--- src/rtl/npu_pkg.sv ---
// Shared register map, bit positions and defaults for the NPU Wishbone register window.
package npu_pkg;

  localparam logic [31:0] NPU_BASE_ADDR = 32'h3000_0000;

  typedef enum logic [2:0] {
    OFF_CTRL   = 3'd0,
    OFF_STATUS = 3'd1,
    OFF_CMD    = 3'd2,
    OFF_RSP    = 3'd3,
    OFF_COUNT  = 3'd4
  } reg_off_e;

  localparam int CTRL_START  = 0;
  localparam int CTRL_IRQ_EN = 1;
  localparam int CTRL_FLUSH  = 2;

  localparam int ST_BUSY      = 0;
  localparam int ST_CMD_FULL  = 1;
  localparam int ST_CMD_EMPTY = 2;
  localparam int ST_RSP_EMPTY = 3;
  localparam int ST_DONE      = 4;
  localparam int ST_CMD_OVF   = 5;
  localparam int ST_RSP_UDF   = 6;

endpackage

--- src/rtl/npu_sync_fifo.sv ---
// Single-clock FIFO with occupancy count; a flush wins over any same-cycle push or pop.
module npu_sync_fifo #(
  parameter int WIDTH = 32,
  parameter int DEPTH = 8
) (
  input  logic                     clk,
  input  logic                     rst,
  input  logic                     push,
  input  logic                     pop,
  input  logic                     flush,
  input  logic [WIDTH-1:0]         push_data,
  output logic [WIDTH-1:0]         head_data,
  output logic                     full,
  output logic                     empty,
  output logic [$clog2(DEPTH):0]   count
);
  localparam int AW = $clog2(DEPTH);
  localparam logic [AW-1:0] PTR_ONE  = AW'(1);
  localparam logic [AW:0]   CNT_ONE  = (AW + 1)'(1);
  localparam logic [AW:0]   CNT_FULL = (AW + 1)'(DEPTH);

  logic [WIDTH-1:0] mem_q [DEPTH];
  logic [AW-1:0]    wr_ptr_q, wr_ptr_d, rd_ptr_q, rd_ptr_d;
  logic [AW:0]      count_q, count_d;
  logic             do_push, do_pop;

  assign full      = (count_q == CNT_FULL);
  assign empty     = (count_q == '0);
  assign count     = count_q;
  assign head_data = mem_q[rd_ptr_q];
  // A push into a full FIFO is only taken when a real pop frees the slot
  assign do_pop    = pop & ~empty & ~flush;
  assign do_push   = push & ~flush & (~full | do_pop);

  // Next-state pointers and count
  always_comb begin
    wr_ptr_d = wr_ptr_q;
    rd_ptr_d = rd_ptr_q;
    count_d  = count_q;
    if (flush) begin
      wr_ptr_d = '0;
      rd_ptr_d = '0;
      count_d  = '0;
    end else begin
      if (do_push) wr_ptr_d = wr_ptr_q + PTR_ONE;
      else         wr_ptr_d = wr_ptr_q;
      if (do_pop)  rd_ptr_d = rd_ptr_q + PTR_ONE;
      else         rd_ptr_d = rd_ptr_q;
      if (do_push && !do_pop)      count_d = count_q + CNT_ONE;
      else if (!do_push && do_pop) count_d = count_q - CNT_ONE;
      else                         count_d = count_q;
    end
  end

  // Pointer and count registers
  always_ff @(posedge clk) begin
    if (rst) begin
      wr_ptr_q <= '0;
      rd_ptr_q <= '0;
      count_q  <= '0;
    end else begin
      wr_ptr_q <= wr_ptr_d;
      rd_ptr_q <= rd_ptr_d;
      count_q  <= count_d;
    end
  end

  // Storage array, no reset needed since emptiness is tracked by count
  always_ff @(posedge clk) begin
    if (do_push) mem_q[wr_ptr_q] <= push_data;
  end

endmodule

--- src/rtl/npu_wb_regif.sv ---
// Wishbone classic slave exposing control/status and the command/response FIFOs of the NPU core.
module npu_wb_regif
  import npu_pkg::*;
#(
  parameter int          FIFO_DEPTH = 8,
  parameter logic [31:0] BASE_ADDR  = NPU_BASE_ADDR
) (
  input  logic        wb_clk_i,
  input  logic        wb_rst_i,
  input  logic        wbs_cyc_i,
  input  logic        wbs_stb_i,
  input  logic        wbs_we_i,
  input  logic [3:0]  wbs_sel_i,
  input  logic [31:0] wbs_adr_i,
  input  logic [31:0] wbs_dat_i,
  output logic        wbs_ack_o,
  output logic [31:0] wbs_dat_o,
  output logic        cmd_valid_o,
  output logic [31:0] cmd_data_o,
  input  logic        cmd_ready_i,
  input  logic        rsp_valid_i,
  input  logic [31:0] rsp_data_i,
  output logic        rsp_ready_o,
  output logic        start_o,
  input  logic        busy_i,
  output logic        irq_o
);
  localparam int CW = $clog2(FIFO_DEPTH) + 1;

  logic          ack_q, ack_d, start_q, start_d, irq_q, irq_d, irq_en_q, irq_en_d;
  logic          done_q, done_d, ovf_q, ovf_d, udf_q, udf_d, busy_q, busy_d;
  logic [31:0]   dat_q, dat_d, status_s, rdata_s, rsp_head_s;
  logic          req_s, hit_s, wr_s, rd_s, ctrl_wr_s, stat_wr_s, cmd_wr_s, rsp_rd_s, flush_s;
  logic          cmd_push_s, rsp_push_s, rsp_pop_s, done_set_s;
  logic          cmd_full_s, cmd_empty_s, rsp_full_s, rsp_empty_s;
  logic [CW-1:0] cmd_count_s, rsp_count_s;
  logic [2:0]    off_s;
  logic          unused_s;

  assign unused_s    = ^wbs_adr_i[1:0];
  assign wbs_ack_o   = ack_q;
  assign wbs_dat_o   = dat_q;
  assign start_o     = start_q;
  assign irq_o       = irq_q;
  assign cmd_valid_o = ~cmd_empty_s;
  assign rsp_ready_o = ~rsp_full_s;

  npu_sync_fifo #(.WIDTH(32), .DEPTH(FIFO_DEPTH)) u_cmd_fifo (
    .clk(wb_clk_i), .rst(wb_rst_i), .push(cmd_push_s), .pop(cmd_ready_i), .flush(flush_s),
    .push_data(wbs_dat_i), .head_data(cmd_data_o), .full(cmd_full_s), .empty(cmd_empty_s),
    .count(cmd_count_s)
  );

  npu_sync_fifo #(.WIDTH(32), .DEPTH(FIFO_DEPTH)) u_rsp_fifo (
    .clk(wb_clk_i), .rst(wb_rst_i), .push(rsp_push_s), .pop(rsp_pop_s), .flush(flush_s),
    .push_data(rsp_data_i), .head_data(rsp_head_s), .full(rsp_full_s), .empty(rsp_empty_s),
    .count(rsp_count_s)
  );

  // Request decode, register side effects and read-data mux
  always_comb begin
    req_s      = wbs_cyc_i & wbs_stb_i & ~ack_q;
    hit_s      = (wbs_adr_i[31:5] == BASE_ADDR[31:5]);
    off_s      = wbs_adr_i[4:2];
    wr_s       = req_s & hit_s & wbs_we_i;
    rd_s       = req_s & hit_s & ~wbs_we_i;
    ctrl_wr_s  = wr_s & (off_s == OFF_CTRL) & wbs_sel_i[0];
    stat_wr_s  = wr_s & (off_s == OFF_STATUS);
    cmd_wr_s   = wr_s & (off_s == OFF_CMD) & (wbs_sel_i == 4'hF);
    rsp_rd_s   = rd_s & (off_s == OFF_RSP);
    flush_s    = ctrl_wr_s & wbs_dat_i[CTRL_FLUSH];
    cmd_push_s = cmd_wr_s & ~cmd_full_s;
    rsp_push_s = rsp_valid_i & ~rsp_full_s;
    rsp_pop_s  = rsp_rd_s & ~rsp_empty_s;
    done_set_s = busy_q & ~busy_i;

    status_s               = 32'h0;
    status_s[ST_BUSY]      = busy_i;
    status_s[ST_CMD_FULL]  = cmd_full_s;
    status_s[ST_CMD_EMPTY] = cmd_empty_s;
    status_s[ST_RSP_EMPTY] = rsp_empty_s;
    status_s[ST_DONE]      = done_q;
    status_s[ST_CMD_OVF]   = ovf_q;
    status_s[ST_RSP_UDF]   = udf_q;

    rdata_s = 32'h0;
    case (off_s)
      OFF_CTRL:   rdata_s[CTRL_IRQ_EN] = irq_en_q;
      OFF_STATUS: rdata_s = status_s;
      OFF_RSP:    rdata_s = rsp_empty_s ? 32'h0 : rsp_head_s;
      OFF_COUNT:  rdata_s = {16'(rsp_count_s), 16'(cmd_count_s)};
      default:    rdata_s = 32'h0;
    endcase

    ack_d   = req_s;
    dat_d   = rd_s ? rdata_s : 32'h0;
    start_d = ctrl_wr_s & wbs_dat_i[CTRL_START];
    busy_d  = busy_i;
    if (ctrl_wr_s) irq_en_d = wbs_dat_i[CTRL_IRQ_EN];
    else           irq_en_d = irq_en_q;
    // A new DONE event outranks a same-cycle write-1-clear
    done_d = (done_q & ~(stat_wr_s & wbs_dat_i[ST_DONE])) | done_set_s;
    ovf_d  = (ovf_q & ~(stat_wr_s & wbs_dat_i[ST_CMD_OVF])) | (cmd_wr_s & cmd_full_s);
    udf_d  = (udf_q & ~(stat_wr_s & wbs_dat_i[ST_RSP_UDF])) | (rsp_rd_s & rsp_empty_s);
    irq_d  = done_d & irq_en_d;
  end

  // Bus response, control and sticky status registers
  always_ff @(posedge wb_clk_i) begin
    if (wb_rst_i) begin
      ack_q    <= 1'b0;
      dat_q    <= 32'h0;
      start_q  <= 1'b0;
      irq_q    <= 1'b0;
      irq_en_q <= 1'b0;
      done_q   <= 1'b0;
      ovf_q    <= 1'b0;
      udf_q    <= 1'b0;
      busy_q   <= 1'b0;
    end else begin
      ack_q    <= ack_d;
      dat_q    <= dat_d;
      start_q  <= start_d;
      irq_q    <= irq_d;
      irq_en_q <= irq_en_d;
      done_q   <= done_d;
      ovf_q    <= ovf_d;
      udf_q    <= udf_d;
      busy_q   <= busy_d;
    end
  end

endmodule

--- config.mk ---
export PLATFORM = sky130hd
export DESIGN_NAME = npu_wb_regif
export DESIGN_NICKNAME = d
export VERILOG_FILES = /design/src/rtl/npu_pkg.sv /design/src/rtl/npu_sync_fifo.sv /design/src/rtl/npu_wb_regif.sv
export SDC_FILE = /design/constraint.sdc
export NUM_CORES = 1
export LEC_CHECK = 0
export BUFFER_PORTS_ARGS = -buffer_cell sky130_fd_sc_hd__buf_2
export CAP_MARGIN = 20
export CORE_MARGIN = 1
export CORE_UTILIZATION = 54
export CTS_BUF_LIST = sky130_fd_sc_hd__clkbuf_4 sky130_fd_sc_hd__clkbuf_8 sky130_fd_sc_hd__clkbuf_16
export DETAILED_ROUTE_END_ITERATION = 7
export GPL_TIMING_DRIVEN = 0
export PLACE_DENSITY = 0.82
export SLEW_MARGIN = 40
export SYNTH_ARGS = -nofsm -noshare
export SYNTH_HDL_FRONTEND = slang
export SYNTH_SLANG_ARGS = --single-unit
--- constraint.sdc ---
create_clock -name wb_clk_i -period 5.7 [get_ports wb_clk_i]
set_clock_uncertainty 0.15 [all_clocks]
set_input_delay 0.57 -clock wb_clk_i [delete_from_list [all_inputs] [get_ports wb_clk_i]]
set_output_delay 0.57 -clock wb_clk_i [all_outputs]
set_load 0.01 [all_outputs]
==> summary.txt, run 1 <==
Synth
  • Synth Warn #: 0
  • Async SR Flop Fraction: 0
  • Mapped Area: 22000 um2
  • Post-synthesis net count: 1140
  • Yosys cell types: 57
  • Avg Cell Area, Syn: 21.5 um2
  • Post-synth top area share: 0.700
  • Synth top area cells: edfxtp_1, mux4_2, dfxtp_1
  • Seq cells post-synth: 578
  • Area leader, netlist: edfxtp_1
  • Post-synth EDFFs: 512
  • Syn Inst Count: 1020
  • Seq/Total Area, Yosys: 0.761
  • Top_reg_cell synth: edfxtp_1

Cells and area
  • FF/Latch Area: 16700 um2
  • P&R area growth vs syn: 19.8%
  • Layout cells sized above 1: 0.435
  • Most common cell after layout, fill and taps aside: edfxtp_1
  • Area occupied by multi-input gates: 5090 um2
  • Final nets: 1469
  • Most frequent cells in the layout: edfxtp_1, buf_2, mux4_2
  • Fillers: 2408
  • Post-layout util: 0.659

Die
  • Die area: 41500 um2
  • Placeable Area: 39900 um2
  • Die width: 204 um
  • Die Y: 204 um
  • Initial Util: 0.550
  • I/O pin total: 177
  • Site row count: 73

Clock tree
  • CTS Buffer Depth: 3
  • Post-CTS Setup Bufs: 0
  • Root Buffer: clkbuf_16
  • # H-tree levels: 2
  • Total CTS buffers: 54
  • CTS tree: done
  • PostCTS Resize Cnt: 0
  • Worst skew pair latency: 0.60 ns
  • CTS clk-pin slew, worst paths: 0.06 ns
  • Clk sinks: 578
  • Hold Buf Count CTS: 0

Routing
  • Highest Signal Layer: met5
  • Initial DRC Count: 1003
  • Wire length per cell: 25.8 um
  • DRT antenna net count: 0
  • M1 WL: 18.0 mm
  • Vias per inst: 5.96
  • First-pass iteration count of the detailed router: 7
  • Via Count: 11480
  • Routed length on met3: 3.83 mm
  • Wirelength, routed: 49.7 mm
  • Met2 wire length: 26.1 mm
  • Drt drc: 0

Setup path
  • Crit-path slowest cell: clkbuf_1
  • Most frequent CP cell: clkbuf_1
  • Worst-path cell chain: clkbuf_1, clkbuf_1, mux4_2, mux2_2, buf_2
  • Crit path DAT: 2.96 ns
  • Setup crit start kind: flop
  • Worst-path maximum fanout: 10
  • CP required: 4.98 ns
  • Critical Path End Type: primary output
  • R2R depth: 9
  • WS Path Type: reg2out
  • Max stage delay on crit path: 0.66 ns

Placed design
  • Detailed Place HPWL: 30.9 mm
  • Final Wtd Congestion: 0.819
  • Dpl ws: 1.89 ns
  • IO Port Bufs: 174

Power and ir drop
  • P per Cell Area: 346 nW/um2
  • Reg power frac: 0.521
  • Logic pwr share: 0.041
  • Total Power: 9.09 mW
  • Net Switching: 1.82 mW
  • Clk pwr share: 0.437
  • Sw Ratio: 0.200
  • Internal power: 7.27 mW
  • P_leak: 8.97 nW
  • Peak supply drop: 0.000421 V

Flow run
  • Max Cap Viol: 0

GRT
  • Total gr overflow: 0
  • First-pass GRT wire length: 74.0 mm
  • Global Route Usage Sum: 0.245
  • Vias in the first global route: 12021
  • Initial antenna violation count: 9
  • Largest net degree at the start of global routing: 21

Run status
  • Status: completed

Hold path
  • Min-Delay Path Depth: 2
  • Hold crit path type: in2reg

Timing
  • Final worst setup slack: 2.02 ns
  • Min Hold Slack: 0.0470 ns
  • Final hold vios: 0
  • Max_slew headroom: 0.474
  • Setup-failing EPs final: 0
  • Slew @ Worst Pin: 0.789 ns
  • RSZ-0062 raised after global routing: no
  • Final cycle utilization of the critical path: 0.645
  • Setup TNS Final: 0 ns
  • Crit path time final: 3.68 ns
  • Fmax: 272 MHz
  • Fin. max-slew vios: 0
[critical path: cells and delay by family (launching register included)]
family	cells	cell delay, ns
buf+inv	3	1.31
flops	1	0.31
mux	2	0.76
[stage by stage]
step	std cells	cell area (um2)
global route	1922	26300
floorplan	1020	22000
detailed placement	1818	24300
finish	1925	26300
CTS	1919	26300
global placement	1719	23500
[power by group through the flow]
stage | sequential [mW] | clock (mW) | combinational (mW)
floorplan | 4.83 | 0 | 0.183
global placement | 4.84 | 0 | 0.313
detailed placement | 4.83 | 0 | 0.368
CTS | 4.74 | 4.02 | 0.374
global route | 4.74 | 4.17 | 0.404
finish | 4.74 | 3.97 | 0.374
[layout make-up]
class / instances / share of cell area
Inverter: 10 / 0.00152
Tap cell: 525 / 0.0250
Timing Repair Buffer: 273 / 0.0596
Clock inverter: 34 / 0.0193
Buffer: 46 / 0.00852
Sequential cell: 578 / 0.635
Multi-Input combinational cell: 386 / 0.194
Clock buffer: 67 / 0.0568
Antenna cell: 6 / 0.000571
[synth_stat cells (all sizes together), types with 7 or more instances]
cell type and count:
nor4 8, a21oi 10, nor2 57, mux2 43
clkbuf 15, mux2i 28, ha 10, nand2 17
a22oi 8, nor3 7, inv 10, buf 31
mux4 128, edfxtp 512, dfxtp 66, nor4b 8
[path summary, 6_finish.rpt]
kind / end / start / slack (ns)
hold / removal: busy_q / wb_rst_i / 0.05
hold reg to reg: irq_en_q / irq_en_q / 0.38
setup / recovery: cmd_data_o[18] / flop / 2.02
setup reg to reg: u_cmd_fifo.mem_q[4][19] / wbs_ack_o / 2.46
[sequential cells by signal, summed over array words and instances (netlist names), named ones only]
signal,cells
u_cmd_fifo.mem_q,256
u_rsp_fifo.mem_q,256
wbs_dat_o,32
u_cmd_fifo.count,4
u_rsp_fifo.count,4
u_cmd_fifo.rd_ptr_q,3
u_cmd_fifo.wr_ptr_q,3
u_rsp_fifo.rd_ptr_q,3
u_rsp_fifo.wr_ptr_q,3
busy_q,1
done_q,1
irq_en_q,1
irq_o,1
ovf_q,1
start_o,1
udf_q,1
wbs_ack_o,1
[cells by family after synthesis]
logic type	count (synthesis)	share of synthesized area
adder cells (fa/ha/maj)	12	0.00752
buffers and inverters	56	0.0119
XOR/XNOR	12	0.00479
AO/OA/AOI/OAI	39	0.0131
flip-flops	578	0.761
AND/OR/NAND/NOR	124	0.0360
multiplexers	199	0.166
[routing by layer]
layer	vias to the layer above	track usage
met2	576	0.428
met3	126	0.0489
li1	4878	-
met1	5894	0.302
met4	6	0.0940
met5	-	0
No activity file was read; power rests on OpenSTA's default activity.
==> run 2, diff against run 1 <==
--- a/config.mk
+++ b/config.mk
@@ -8,11 +8,11 @@
 export BUFFER_PORTS_ARGS = -buffer_cell sky130_fd_sc_hd__buf_2
 export CAP_MARGIN = 20
 export CORE_MARGIN = 1
-export CORE_UTILIZATION = 54
+export CORE_UTILIZATION = 55
 export CTS_BUF_LIST = sky130_fd_sc_hd__clkbuf_4 sky130_fd_sc_hd__clkbuf_8 sky130_fd_sc_hd__clkbuf_16
 export DETAILED_ROUTE_END_ITERATION = 7
 export GPL_TIMING_DRIVEN = 0
-export PLACE_DENSITY = 0.82
+export PLACE_DENSITY = 0.8
 export SLEW_MARGIN = 40
 export SYNTH_ARGS = -nofsm -noshare
 export SYNTH_HDL_FRONTEND = slang
==> constraint.sdc (replaced) <==
create_clock -name wb_clk_i -period 3.7 [get_ports wb_clk_i]
set_clock_uncertainty 0.15 [all_clocks]
set_input_delay 0.37 -clock wb_clk_i [delete_from_list [all_inputs] [get_ports wb_clk_i]]
set_output_delay 0.37 -clock wb_clk_i [all_outputs]
set_load 0.01 [all_outputs]
==> run 2 against run 1 <==
Net effect: register-to-register slack worse by 2.0 ns; critical endpoint is now cmd_data_o[6]; largest cell class unchanged; combinational power rose by 71%; critical path depth is the same; global-route usage grew 0.49 points; sequential power increased by 54%.
==> summary.txt, run 2 (same netlist as run 1, synthesis figures left out) <==
Die
  • Die Y: 202 um
  • Placeable Area: 39000 um2
  • I/O pin total: 177
  • Die area: 40700 um2
  • Die width: 202 um
  • Initial Util: 0.563
  • Site row count: 72

Power and ir drop
  • Logic pwr share: 0.046
  • Clk pwr share: 0.428
  • P_leak: 9.13 nW
  • Net Switching: 2.89 mW
  • Internal power: 11.0 mW
  • Sw Ratio: 0.208
  • Reg power frac: 0.526
  • Total Power: 13.9 mW
  • Peak supply drop: 0.000491 V
  • P per Cell Area: 516 nW/um2

Routing
  • First-pass iteration count of the detailed router: 5
  • Initial DRC Count: 1037
  • Via Count: 11756
  • Wire length per cell: 25.4 um
  • Drt drc: 0
  • DRT antenna net count: 0
  • Vias per inst: 5.98
  • Wirelength, routed: 49.9 mm

Cells and area
  • Post-layout util: 0.690
  • Final nets: 1520
  • P&R area growth vs syn: 22.6%
  • Post-route insts no fill: 1967
  • Final Cell Area: 26900 um2
  • Most frequent cells in the layout: edfxtp_1, buf_2, mux4_2
  • FF/Latch Area: 16700 um2
  • Most common cell after layout, fill and taps aside: edfxtp_1
  • Area occupied by multi-input gates: 5140 um2
  • Fillers: 2293
  • Layout cells sized above 1: 0.402

GRT
  • Initial antenna violation count: 3
  • Global Route Usage Sum: 0.250
  • Total gr overflow: 0
  • First-pass GRT wire length: 74.3 mm
  • Vias in the first global route: 12189
  • Largest net degree at the start of global routing: 23

Clock tree
  • Total CTS buffers: 55
  • Clk sinks: 578
  • # H-tree levels: 2
  • Hold Buf Count CTS: 70
  • Root Buffer: clkbuf_16
  • CTS Buffer Depth: 3
  • CTS tree: done
  • Post-CTS Setup Bufs: 0
  • CTS clk-pin slew, worst paths: 0.06 ns
  • Worst skew pair latency: 0.62 ns
  • PostCTS Resize Cnt: 0

Setup path
  • Worst-path cell chain: clkbuf_1, clkbuf_1, mux4_2, mux2_2, buf_2
  • Worst-path maximum fanout: 10
  • Crit path max-delay family: buffers and inverters
  • Crit path DAT: 2.94 ns
  • Crit path buffers/inverters: 3
  • Launch instance of the worst register-to-register path: wbs_ack_o
  • WS Path Type: reg2out
  • Crit-path slowest cell: clkbuf_1
  • Setup crit start kind: flop
  • Max stage delay on crit path: 0.67 ns
  • Most frequent CP cell: clkbuf_1
  • Critical Path End Type: primary output
  • CP required: 3.18 ns

Timing
  • Max_slew headroom: 0.424
  • Crit path time final: 3.46 ns
  • Final hold vios: 0
  • Setup-failing EPs final: 0
  • Setup TNS Final: 0 ns
  • Fmax: 289 MHz
  • Fin. max-slew vios: 0
  • Slew @ Worst Pin: 0.864 ns
  • Final cycle utilization of the critical path: 0.936
  • RSZ-0062 raised after global routing: no

Flow run
  • Max Cap Viol: 0

Placed design
  • Detailed Place HPWL: 31.6 mm
  • IO Port Bufs: 174
  • Placed Instances: 1791
  • Final Wtd Congestion: 0.761
  • Placed instance area: 24300 um2

Run status
  • Status: completed

Hold path
  • Hold crit path type: in2reg
  • HP Start: wbs_adr_i[4]
[run 2: area by class of cell]
cell class,count,area share
sequential,578,0.620
clock inverter,33,0.0153
clock buffer,71,0.0563
antenna,2,0.000186
buffer,46,0.00827
inverter,10,0.00149
multi-input combinational,386,0.191
tap,518,0.0241
timing repair buffer,323,0.0831
[run 2: power by group through the flow]
stage | logic, mW | registers, mW | clock network [mW]
after detailed placement | 0.565 | 7.44 | 0
final | 0.639 | 7.30 | 5.95
after floorplan | 0.283 | 7.43 | 0
after global routing | 0.691 | 7.31 | 6.23
after global placement | 0.487 | 7.45 | 0
after CTS | 0.636 | 7.30 | 6.00
[run 2: tightest hold or removal path: stages]
cell     delay, ns
buf_2         0.13
nor2b_1       0.08
inv_1         0.09
o41ai_1       0.07
[run 2: path summary, 6_finish.rpt]
| kind | endpoint | slack (ns) | cells after the start |
|---|---|---|---|
| worst min register to register | irq_en_q | 0.36 | 2 |
| worst max-delay path | cmd_data_o[6] | 0.24 | 5 |
| worst max register to register | u_rsp_fifo.count[3] | 0.42 | 13 |
| worst min-delay path | udf_q | 0.04 | 4 |
[run 2: routing by layer]
layer	vias up	GRT usage	wire length, um
met3	110	0.0443	3730
met1	6077	0.319	18800
met4	2	0.101	1630
met2	591	0.427	25800
met5	-	0.00476	8
li1	4976	-	-
[run 2: per-stage QoR]
| stage | hold slack [ns] | worst slack (ns) |
|---|---|---|
| after CTS | 0.00413 | 0.300 |
| after global placement | 0.349 | -5.06 |
| after detailed placement | 0.352 | 0.111 |
| after floorplan | 0.287 | -1.44 |
| final | 0.0426 | 0.236 |
| after global routing | 0.0735 | 0.197 |
